--- src/rtl/unary_add_driver_1_4_13_if.sv ---
// Purpose: host-side and adder-side signal bundle for the unary adder driver.
// Latency: none; this is wiring only.
// Backpressure: none; start is a level request sampled by the driver when it is idle.
// Ports: start/op_a/op_b (host request), busy/done/sum/err (host result),
//        A/B/en/read_or_write (to adder), dout/C (from adder).
interface unary_add_driver_1_4_13_if #(
    parameter int MOD = 14,
    parameter int W   = 4
);
    logic         start;
    logic [W-1:0] op_a;
    logic [W-1:0] op_b;
    logic         busy;
    logic         done;
    logic [W:0]   sum;
    logic         err;
    logic         A;
    logic         B;
    logic         en;
    logic         read_or_write;
    logic         dout;
    logic         C;

    // The environment side: host requests plus the adder's registered outputs.
    modport master (
        output start, op_a, op_b, dout, C,
        input  busy, done, sum, err, A, B, en, read_or_write
    );

    // The driver side.
    modport slave (
        input  start, op_a, op_b, dout, C,
        output busy, done, sum, err, A, B, en, read_or_write
    );
endinterface

--- src/rtl/unary_add_driver_1_4_13.sv ---
// Purpose: converts two binary operands to unary pulse trains for a mod-MOD unary adder and counts the result back.
// Latency: max(a,b) + 1 + ((a+b) mod MOD + 2) + 1 cycles from the start edge to the done strobe.
// Backpressure: none; start is honoured only in IDLE, and requests while busy are dropped without queuing.
// Ports: clk, rst_n (async active-low); bus.slave carries start/op_a/op_b in,
//        busy/done/sum/err out, A/B/en/read_or_write to the adder, dout/C from the adder.
module unary_add_driver_1_4_13 #(
    parameter int MOD = 14,
    parameter int W   = 4
) (
    input  logic                         clk,
    input  logic                         rst_n,
    unary_add_driver_1_4_13_if.slave     bus
);

    // n must be able to hold MOD itself so an overrun is detectable.
    localparam int            NW      = $clog2(MOD + 1);
    localparam logic [W-1:0]  OP_MAX  = W'(MOD - 1);
    localparam logic [NW-1:0] N_MAX   = NW'(MOD);
    localparam logic [W:0]    MOD_SUM = (W + 1)'(MOD);

    typedef enum logic [2:0] {
        IDLE = 3'd0,
        SEND = 3'd1,
        TURN = 3'd2,
        RECV = 3'd3,
        DONE = 3'd4
    } state_t;

    state_t        state_q;
    logic [W-1:0]  ra_q, rb_q;
    logic [W-1:0]  ra_d, rb_d;
    logic [NW-1:0] n_q;
    logic          carry_q;
    logic          err_pend_q;
    logic          first_q;

    logic          busy_q, done_q, err_q;
    logic          a_q, b_q, en_q, rw_q;
    logic [W:0]    sum_q;

    logic          clamp_a, clamp_b;
    logic [W-1:0]  ra_clamp, rb_clamp;
    logic [W:0]    sum_d;

    always_comb begin
        clamp_a  = (bus.op_a > OP_MAX);
        clamp_b  = (bus.op_b > OP_MAX);
        ra_clamp = clamp_a ? OP_MAX : bus.op_a;
        rb_clamp = clamp_b ? OP_MAX : bus.op_b;
        // Remainders saturate at zero so the shorter operand simply stops pulsing.
        ra_d     = (ra_q != '0) ? (ra_q - W'(1)) : ra_q;
        rb_d     = (rb_q != '0) ? (rb_q - W'(1)) : rb_q;
        sum_d    = carry_q ? (MOD_SUM + (W + 1)'(n_q)) : (W + 1)'(n_q);
    end

    always_ff @(posedge clk or negedge rst_n) begin
        if (!rst_n) begin
            state_q    <= IDLE;
            ra_q       <= '0;
            rb_q       <= '0;
            n_q        <= '0;
            carry_q    <= 1'b0;
            err_pend_q <= 1'b0;
            first_q    <= 1'b0;
            busy_q     <= 1'b0;
            done_q     <= 1'b0;
            err_q      <= 1'b0;
            sum_q      <= '0;
            a_q        <= 1'b0;
            b_q        <= 1'b0;
            en_q       <= 1'b0;
            rw_q       <= 1'b0;
        end else begin
            case (state_q)
                IDLE: begin
                    if (bus.start) begin
                        ra_q       <= ra_clamp;
                        rb_q       <= rb_clamp;
                        err_pend_q <= clamp_a | clamp_b;
                        carry_q    <= 1'b0;
                        n_q        <= '0;
                        busy_q     <= 1'b1;
                        en_q       <= 1'b1;
                        rw_q       <= 1'b0;
                        if ((ra_clamp | rb_clamp) != '0) begin
                            state_q <= SEND;
                            a_q     <= (ra_clamp != '0);
                            b_q     <= (rb_clamp != '0);
                        end else begin
                            state_q <= TURN;
                        end
                    end
                end

                SEND: begin
                    // The adder's C is registered, so it reflects the previous pulse.
                    carry_q <= carry_q | bus.C;
                    ra_q    <= ra_d;
                    rb_q    <= rb_d;
                    a_q     <= (ra_d != '0);
                    b_q     <= (rb_d != '0);
                    if ((ra_d == '0) && (rb_d == '0)) begin
                        state_q <= TURN;
                    end
                end

                TURN: begin
                    // Idle read cycle so a carry from the final SEND pulse is seen.
                    carry_q <= carry_q | bus.C;
                    rw_q    <= 1'b1;
                    first_q <= 1'b1;
                    state_q <= RECV;
                end

                RECV: begin
                    if (first_q) begin
                        // dout is still the adder's read-phase value here.
                        first_q <= 1'b0;
                    end else if (bus.dout && (n_q == N_MAX)) begin
                        err_pend_q <= 1'b1;
                        state_q    <= DONE;
                        en_q       <= 1'b0;
                        rw_q       <= 1'b0;
                        done_q     <= 1'b1;
                        sum_q      <= sum_d;
                        err_q      <= 1'b1;
                    end else if (bus.dout) begin
                        n_q <= n_q + NW'(1);
                    end else begin
                        state_q <= DONE;
                        en_q    <= 1'b0;
                        rw_q    <= 1'b0;
                        done_q  <= 1'b1;
                        sum_q   <= sum_d;
                        err_q   <= err_pend_q;
                    end
                end

                DONE: begin
                    done_q  <= 1'b0;
                    busy_q  <= 1'b0;
                    state_q <= IDLE;
                end

                default: begin
                    state_q <= IDLE;
                    busy_q  <= 1'b0;
                    done_q  <= 1'b0;
                    a_q     <= 1'b0;
                    b_q     <= 1'b0;
                    en_q    <= 1'b0;
                    rw_q    <= 1'b0;
                end
            endcase
        end
    end

    assign bus.busy          = busy_q;
    assign bus.done          = done_q;
    assign bus.sum           = sum_q;
    assign bus.err           = err_q;
    assign bus.A             = a_q;
    assign bus.B             = b_q;
    assign bus.en            = en_q;
    assign bus.read_or_write = rw_q;

endmodule

--- src/flat_wrapper.sv ---
// flat-port wrapper written by rule: the top's interface ports become plain ports
module unary_add_driver_1_4_13_flat 
#(
    parameter int MOD = 14,
    parameter int W   = 4
)
  (clk, rst_n, bus_start, bus_op_a, bus_op_b, bus_dout, bus_C, bus_busy, bus_done, bus_sum, bus_err, bus_A, bus_B, bus_en, bus_read_or_write);
  unary_add_driver_1_4_13_if #(.MOD(MOD), .W(W)) bus_i ();
  input  logic clk;
  input  logic rst_n;
  input wire logic [$bits(bus_i.start)-1:0] bus_start;
  input wire logic [$bits(bus_i.op_a)-1:0] bus_op_a;
  input wire logic [$bits(bus_i.op_b)-1:0] bus_op_b;
  input wire logic [$bits(bus_i.dout)-1:0] bus_dout;
  input wire logic [$bits(bus_i.C)-1:0] bus_C;
  output wire logic [$bits(bus_i.busy)-1:0] bus_busy;
  output wire logic [$bits(bus_i.done)-1:0] bus_done;
  output wire logic [$bits(bus_i.sum)-1:0] bus_sum;
  output wire logic [$bits(bus_i.err)-1:0] bus_err;
  output wire logic [$bits(bus_i.A)-1:0] bus_A;
  output wire logic [$bits(bus_i.B)-1:0] bus_B;
  output wire logic [$bits(bus_i.en)-1:0] bus_en;
  output wire logic [$bits(bus_i.read_or_write)-1:0] bus_read_or_write;
  assign bus_i.start = bus_start;
  assign bus_i.op_a = bus_op_a;
  assign bus_i.op_b = bus_op_b;
  assign bus_i.dout = bus_dout;
  assign bus_i.C = bus_C;
  assign bus_busy = bus_i.busy;
  assign bus_done = bus_i.done;
  assign bus_sum = bus_i.sum;
  assign bus_err = bus_i.err;
  assign bus_A = bus_i.A;
  assign bus_B = bus_i.B;
  assign bus_en = bus_i.en;
  assign bus_read_or_write = bus_i.read_or_write;
  unary_add_driver_1_4_13 #(.MOD(MOD), .W(W)) u_core (.clk(clk), .rst_n(rst_n), .bus(bus_i));
endmodule
--- config.mk ---
export PLATFORM = sky130hd
export DESIGN_NAME = unary_add_driver_1_4_13_flat
export DESIGN_NICKNAME = d
export VERILOG_FILES = /design/src/rtl/unary_add_driver_1_4_13_if.sv /design/src/rtl/unary_add_driver_1_4_13.sv /design/src/flat_wrapper.sv
export SDC_FILE = /design/constraint.sdc
export NUM_CORES = 1
export LEC_CHECK = 0
export CORE_ASPECT_RATIO = 0.7
export CORE_MARGIN = 4
export CORE_UTILIZATION = 48
export DETAILED_ROUTE_END_ITERATION = 12
export PLACE_DENSITY = 0.86
export SLEW_MARGIN = 40
export SYNTH_ARGS = -nofsm -noshare
export SYNTH_HDL_FRONTEND = slang
export SYNTH_SLANG_ARGS = --single-unit
--- constraint.sdc ---
create_clock -name clk -period 2 [get_ports clk]
set_clock_uncertainty 0.1 [all_clocks]
set_input_delay 0.4 -clock clk [delete_from_list [all_inputs] [get_ports clk]]
set_output_delay 0.4 -clock clk [all_outputs]
set_load 0.1 [all_outputs]
== Word-level counts from Yosys, hierarchy flattened ==
Index checks and enable logic that the tools add are counted.
Widths: inputs -> output; s select.
Word-level totals
  logic and storage cells: 126
  output and inout bits: 12
  register bits: 30
  input bits: 13
Cells by class
  $lt $le $gt $ge: 2
  bitwise logic cells: 9
  reduce and logical (&&, ||, !) cells: 33
  equal/unequal tests: 14
  mux-type cells: 49
  add/subtract/negate cells: 4
Operator list (number)
  $mux 4: 10
  $reduce_bool 4->1: 7
  $pmux 4 s2: 3
  $mux 1: 17
  $reduce_and 4->1: 4
  $mux 3: 5
  $mux 5: 3
  $pmux 3 s4: 1
  $reduce_or 3->1: 4
  $pmux 1 s2: 5
  $pmux 1 s3: 3
  $reduce_and 3->1: 3
  $gt 4x4->1 const B: 2
  $logic_not 4->1: 2
  $ne 2x1->1 const B: 4
  $ne 2x2->1 const B: 4
  $reduce_bool 2->1: 4
  $sub 4x1->4 const B: 2
  $eq 3x2->1 const B: 2
  $not 1->1: 6
  $reduce_and 2->1: 3
  $add 4x4->5 const A: 1
  $reduce_and 5->1: 1
  $add 4x1->4 const B: 1
  other kinds (11): 14

== Depth between registers and ports, before layout ==
  depth in word-level cells: 7
  mapped depth: 7

== Least setup slack after synthesis ==
No wires, ideal clock.
  path type: register to register
  start point: register u_core.rb_q[0]
  end point: register u_core.state_q[0]
  path slack: 0.009 ns
  stages on the path, launching flop included: 7
  setup time: 0.123 ns
  arrival: 1.767 ns
  cell sequence: dfrtp_1 inv_1 ha_1 xor2_1 o32a_1 or4_4 nor2b_1
Between the ends
  cells in the longest elaborated chain, start to end: 6
  elaborated cells on any way between the ends: 7
RTL lines
  from (decl): RTL line unary_add_driver_1_4_13.sv:30  | logic [W-1:0] ra_q, rb_q;
  from (signal assigned): RTL line unary_add_driver_1_4_13.sv:78  | rb_q <= rb_clamp;
  from (signal assigned): RTL line unary_add_driver_1_4_13.sv:99  | rb_q <= rb_d;
  $sub 4x1->4 or $reduce_bool 4->1 (tied branches): RTL line unary_add_driver_1_4_13.sv:52  | rb_d = (rb_q != '0) ? (rb_q - W'(1)) : rb_q;
  $mux 4 (*): RTL line unary_add_driver_1_4_13.sv:52
  $logic_not 4->1 (*): RTL line unary_add_driver_1_4_13.sv:102  | if ((ra_d == '0) && (rb_d == '0)) begin
  $logic_and 1x1->1 (*): RTL line unary_add_driver_1_4_13.sv:102
  $ne 2x1->1 (no source line) (*)
  $reduce_and 4->1 (no source line) (*)
  to (signal assigned): RTL line unary_add_driver_1_4_13.sv:103  | state_q <= TURN;
  to (signal assigned): RTL line unary_add_driver_1_4_13.sv:112  | state_q <= RECV;
  to (signal assigned): RTL line unary_add_driver_1_4_13.sv:121  | state_q <= DONE;
  to (decl): RTL line unary_add_driver_1_4_13.sv:29  | state_t state_q;
Mark *: on every way between the ends. The rest lies on a longest branch, timed or not.
A chain may end at the register's enable or synchronous reset.

== Final worst setup path ==
Ends and elaborated chain as after synthesis.

==> impl_metrics.json <==
{
  "outcome": "complete, but fails checks",
  "failed_checks": "negative setup slack",
  "grt_pass1_wl_microns": 7750,
  "synthTopCellsByArea": "dfrtp_1 (43%), o21ai_0 (4.9%), ha_1 (4.3%)",
  "worstPathArrival_ns": 2.09,
  "place_congestion": 0.936,
  "path_clk_slew_ns": 0.07,
  "synthFlopType": "dfrtp_1",
  "placed_cell_area_sq_um": 2330,
  "multi_input_area_sq_um": 911,
  "cts.sinks": 30,
  "synth_compound_area_frac": 0.203,
  "via_count": 1644,
  "synth.top_cell.area_share": 0.435,
  "hold_class": "primary input to async pin",
  "grt_usage": 0.221,
  "min_period_over_period": 1.01,
  "synthTopCellsByCount": "dfrtp_1 (30), nand2_1 (20), o21ai_0 (17)",
  "hold_buffers": 0,
  "final-seq-area_sq_um": 751,
  "nets": 258,
  "synth_area_sq_um": 1730,
  "finalMaxSlewViolations": 0,
  "numPortBuffers": 24,
  "synth_fp_nets": 206,
  "reg2regPathDepth": 5,
  "first_pass_iters": 4,
  "syn2layout_area_growth_pct": 40.7,
  "synthXorXnorAreaFrac": 0.0203,
  "synth_top_cell_by_area": "dfrtp_1",
  "synth_simple_gate_area_frac": 0.220,
  "ys_async_sr_fraction": 1.00,
  "synth-seq-cells": 30,
  "pin_count": 25,
  "worst-path-max-fanout": 3,
  "dp_hpwl_microns": 3420,
  "ys_seq_area_frac": 0.435,
  "numCtsBuffers": 5,
  "die_area_sq_um": 4640,
  "syn_area_per_cell_sq_um": 9.23,
  "postLayoutCellArea_sq_um": 2430,
  "drive_above_1_share": 0.247,
  "yosys.area_share.adder": 0.0435,
  "max_freq_mhz": 495,
  "yosysWarnings": 0,
  "synth_top_family_by_area": "simple AND/OR/NAND/NOR gates",
  "ir_worst_vdd_uv": 1030,
  "rsz0062_at_grt": "true",
  "die_y_microns": 58.2,
  "final.setup.worst_slack_ns": -0.0209,
  "via_per_inst": 5.75,
  "cts_htree_levels": 2,
  "drtIter0Drc": 131,
  "ant_nets": 0,
  "worstPathRequired_ns": 2.07,
  "post_drt_wl_per_cell_microns": 16.0,
  "crit_path_start_kind": "flip-flop",
  "leakage_nw": 1.14,
  "cts_tree": "built",
  "cp-end-kind": "flip-flop",
  "worstSetupPathType": "flip-flop to flip-flop",
  "maxCapViolCount": 0,
  "finalPower_w": 0.00443,
  "synth_most_common_cell": "dfrtp_1",
  "grt_max_degree": 31,
  "coreArea_sq_um": 3300,
  "power_density_nw_per_um2": 1820,
  "grt-ovfl-total": 0,
  "route.detailed.drc": 0,
  "rows": 17,
  "hold_viol": 0,
  "setup_viol": 1,
  "initial_core_util": 0.524,
  "antenna_found_initial": 0,
  "muxShareOfSynthArea": 0.0312,
  "cts_max_path_buffers": 2,
  "relSlewSlack": 0.676,
  "ys_types": 43,
  "fillers": 261,
  "clock_latency_ns": 0.29,
  "die_w_microns": 79.7,
  "finalWirelength_microns": 4570,
  "synth-edff-count": 0,
  "grt_pass1_vias": 1593,
  "cts-root-buf": "clkbuf_8",
  "hold-worst-slack_ns": 0.407,
  "finalCriticalPeriod_ns": 2.02,
  "synthCells": 187,
  "diodes": 0,
  "tightest_slew_ns": 0.481
}
==> path summary, 6_finish.rpt <==
check / from / end / slack [ns]
worst max-delay path: u_core.rb_q[0]$_DFFE_PN0P_ / u_core.state_q[0]$_DFFE_PN0P_ / -0.02
worst min register to register: u_core.bus.sum[1]$_DFFE_PN0P_ / u_core.bus.sum[1]$_DFFE_PN0P_ / 0.44
max in group asynchronous: rst_n / u_core.ra_q[0]$_DFFE_PN0P_ / 1.12
worst max register to register: u_core.rb_q[0]$_DFFE_PN0P_ / u_core.state_q[0]$_DFFE_PN0P_ / -0.02
worst min-delay path: rst_n / u_core.rb_q[3]$_DFFE_PN0P_ / 0.41
min in group clk: u_core.bus.sum[1]$_DFFE_PN0P_ / u_core.bus.sum[1]$_DFFE_PN0P_ / 0.44
==> layout make-up <==
type,instances,area share
tap,47,0.0242
clock buffer,5,0.0283
sequential,30,0.309
timing repair buffer,54,0.241
inverter,12,0.0185
multi-input combinational,136,0.375
clock inverter,2,0.00412
==> layout by cell type, fill, tap and decap left out, types with 4 or more instances in the layout <==
| cell | n |
|---|---|
| a21oi_1 | 4 |
| a31oi_1 | 6 |
| nand3_1 | 5 |
| a21o_1 | 5 |
| ha_1 | 5 |
| inv_1 | 12 |
| nand2_1 | 20 |
| clkdlybuf4s50_1 | 12 |
| buf_12 | 12 |
| nand2b_1 | 4 |
| o21ai_0 | 15 |
| a221o_1 | 5 |
| buf_4 | 30 |
| nor2_1 | 15 |
| clkbuf_8 | 5 |
| dfrtp_1 | 30 |
==> cells by family after synthesis <==
logic type | after synthesis
buffers and inverters | 21
XOR/XNOR | 4
adder cells (fa/ha/maj) | 6
multiplexers | 5
AO/OA/AOI/OAI | 51
flip-flops | 30
AND/OR/NAND/NOR | 70
==> sequential cells by signal, summed over array words and instances, names as in the netlist <==
signal,flops
u_core.bus.A,1
u_core.bus.B,1
u_core.bus.busy,1
u_core.bus.done,1
u_core.bus.en,1
u_core.bus.err,1
u_core.bus.read_or_write,1
u_core.bus.sum,5
u_core.carry_q,1
u_core.err_pend_q,1
u_core.first_q,1
u_core.n_q,4
u_core.ra_q,4
u_core.rb_q,4
u_core.state_q,3
==> power by group <==
| part | internal (W) | leakage (nW) | switching (W) |
|---|---|---|---|
| combinational | 0.00120 | 0.738 | 0.00162 |
| sequential | 0.000867 | 0.358 | 0.000275 |
| clock | 0.000233 | 0.0438 | 0.000232 |
==> metal layers <==
layer	share of wire	global-route usage
met1	0.45	0.309
met2	0.45	0.317
met3	0.087	0.0792
met4	0.013	0.0735
met5	0	0
==> through the flow <==
stage,utilization,TNS (ns),instances,worst slack [ns]
floorplan,-,0,187,0.00919
global placement,0.708,-1.19,278,-0.245
detailed placement,0.708,-1.47,278,-0.236
CTS,0.732,-0.0178,285,-0.0178
global route,0.737,-0.0919,286,-0.0656
finish,0.737,-0.0209,286,-0.0209
==> repair_timing <==
action                     4_1_cts  5_1_grt
hold endpoints to repair         0        0
setup endpoints to repair        2        4
pin swaps                        3        1
resized for setup                0        5
buffers inserted                 0        1
==> critical path: stages (launching register included) <==
cell and delay (ns):
dfrtp_1 0.40, buf_4 0.15, or3_4 0.38, o32a_1 0.23, or4_4 0.50, nor2b_1 0.15
(Power assumes the default switching activity.)
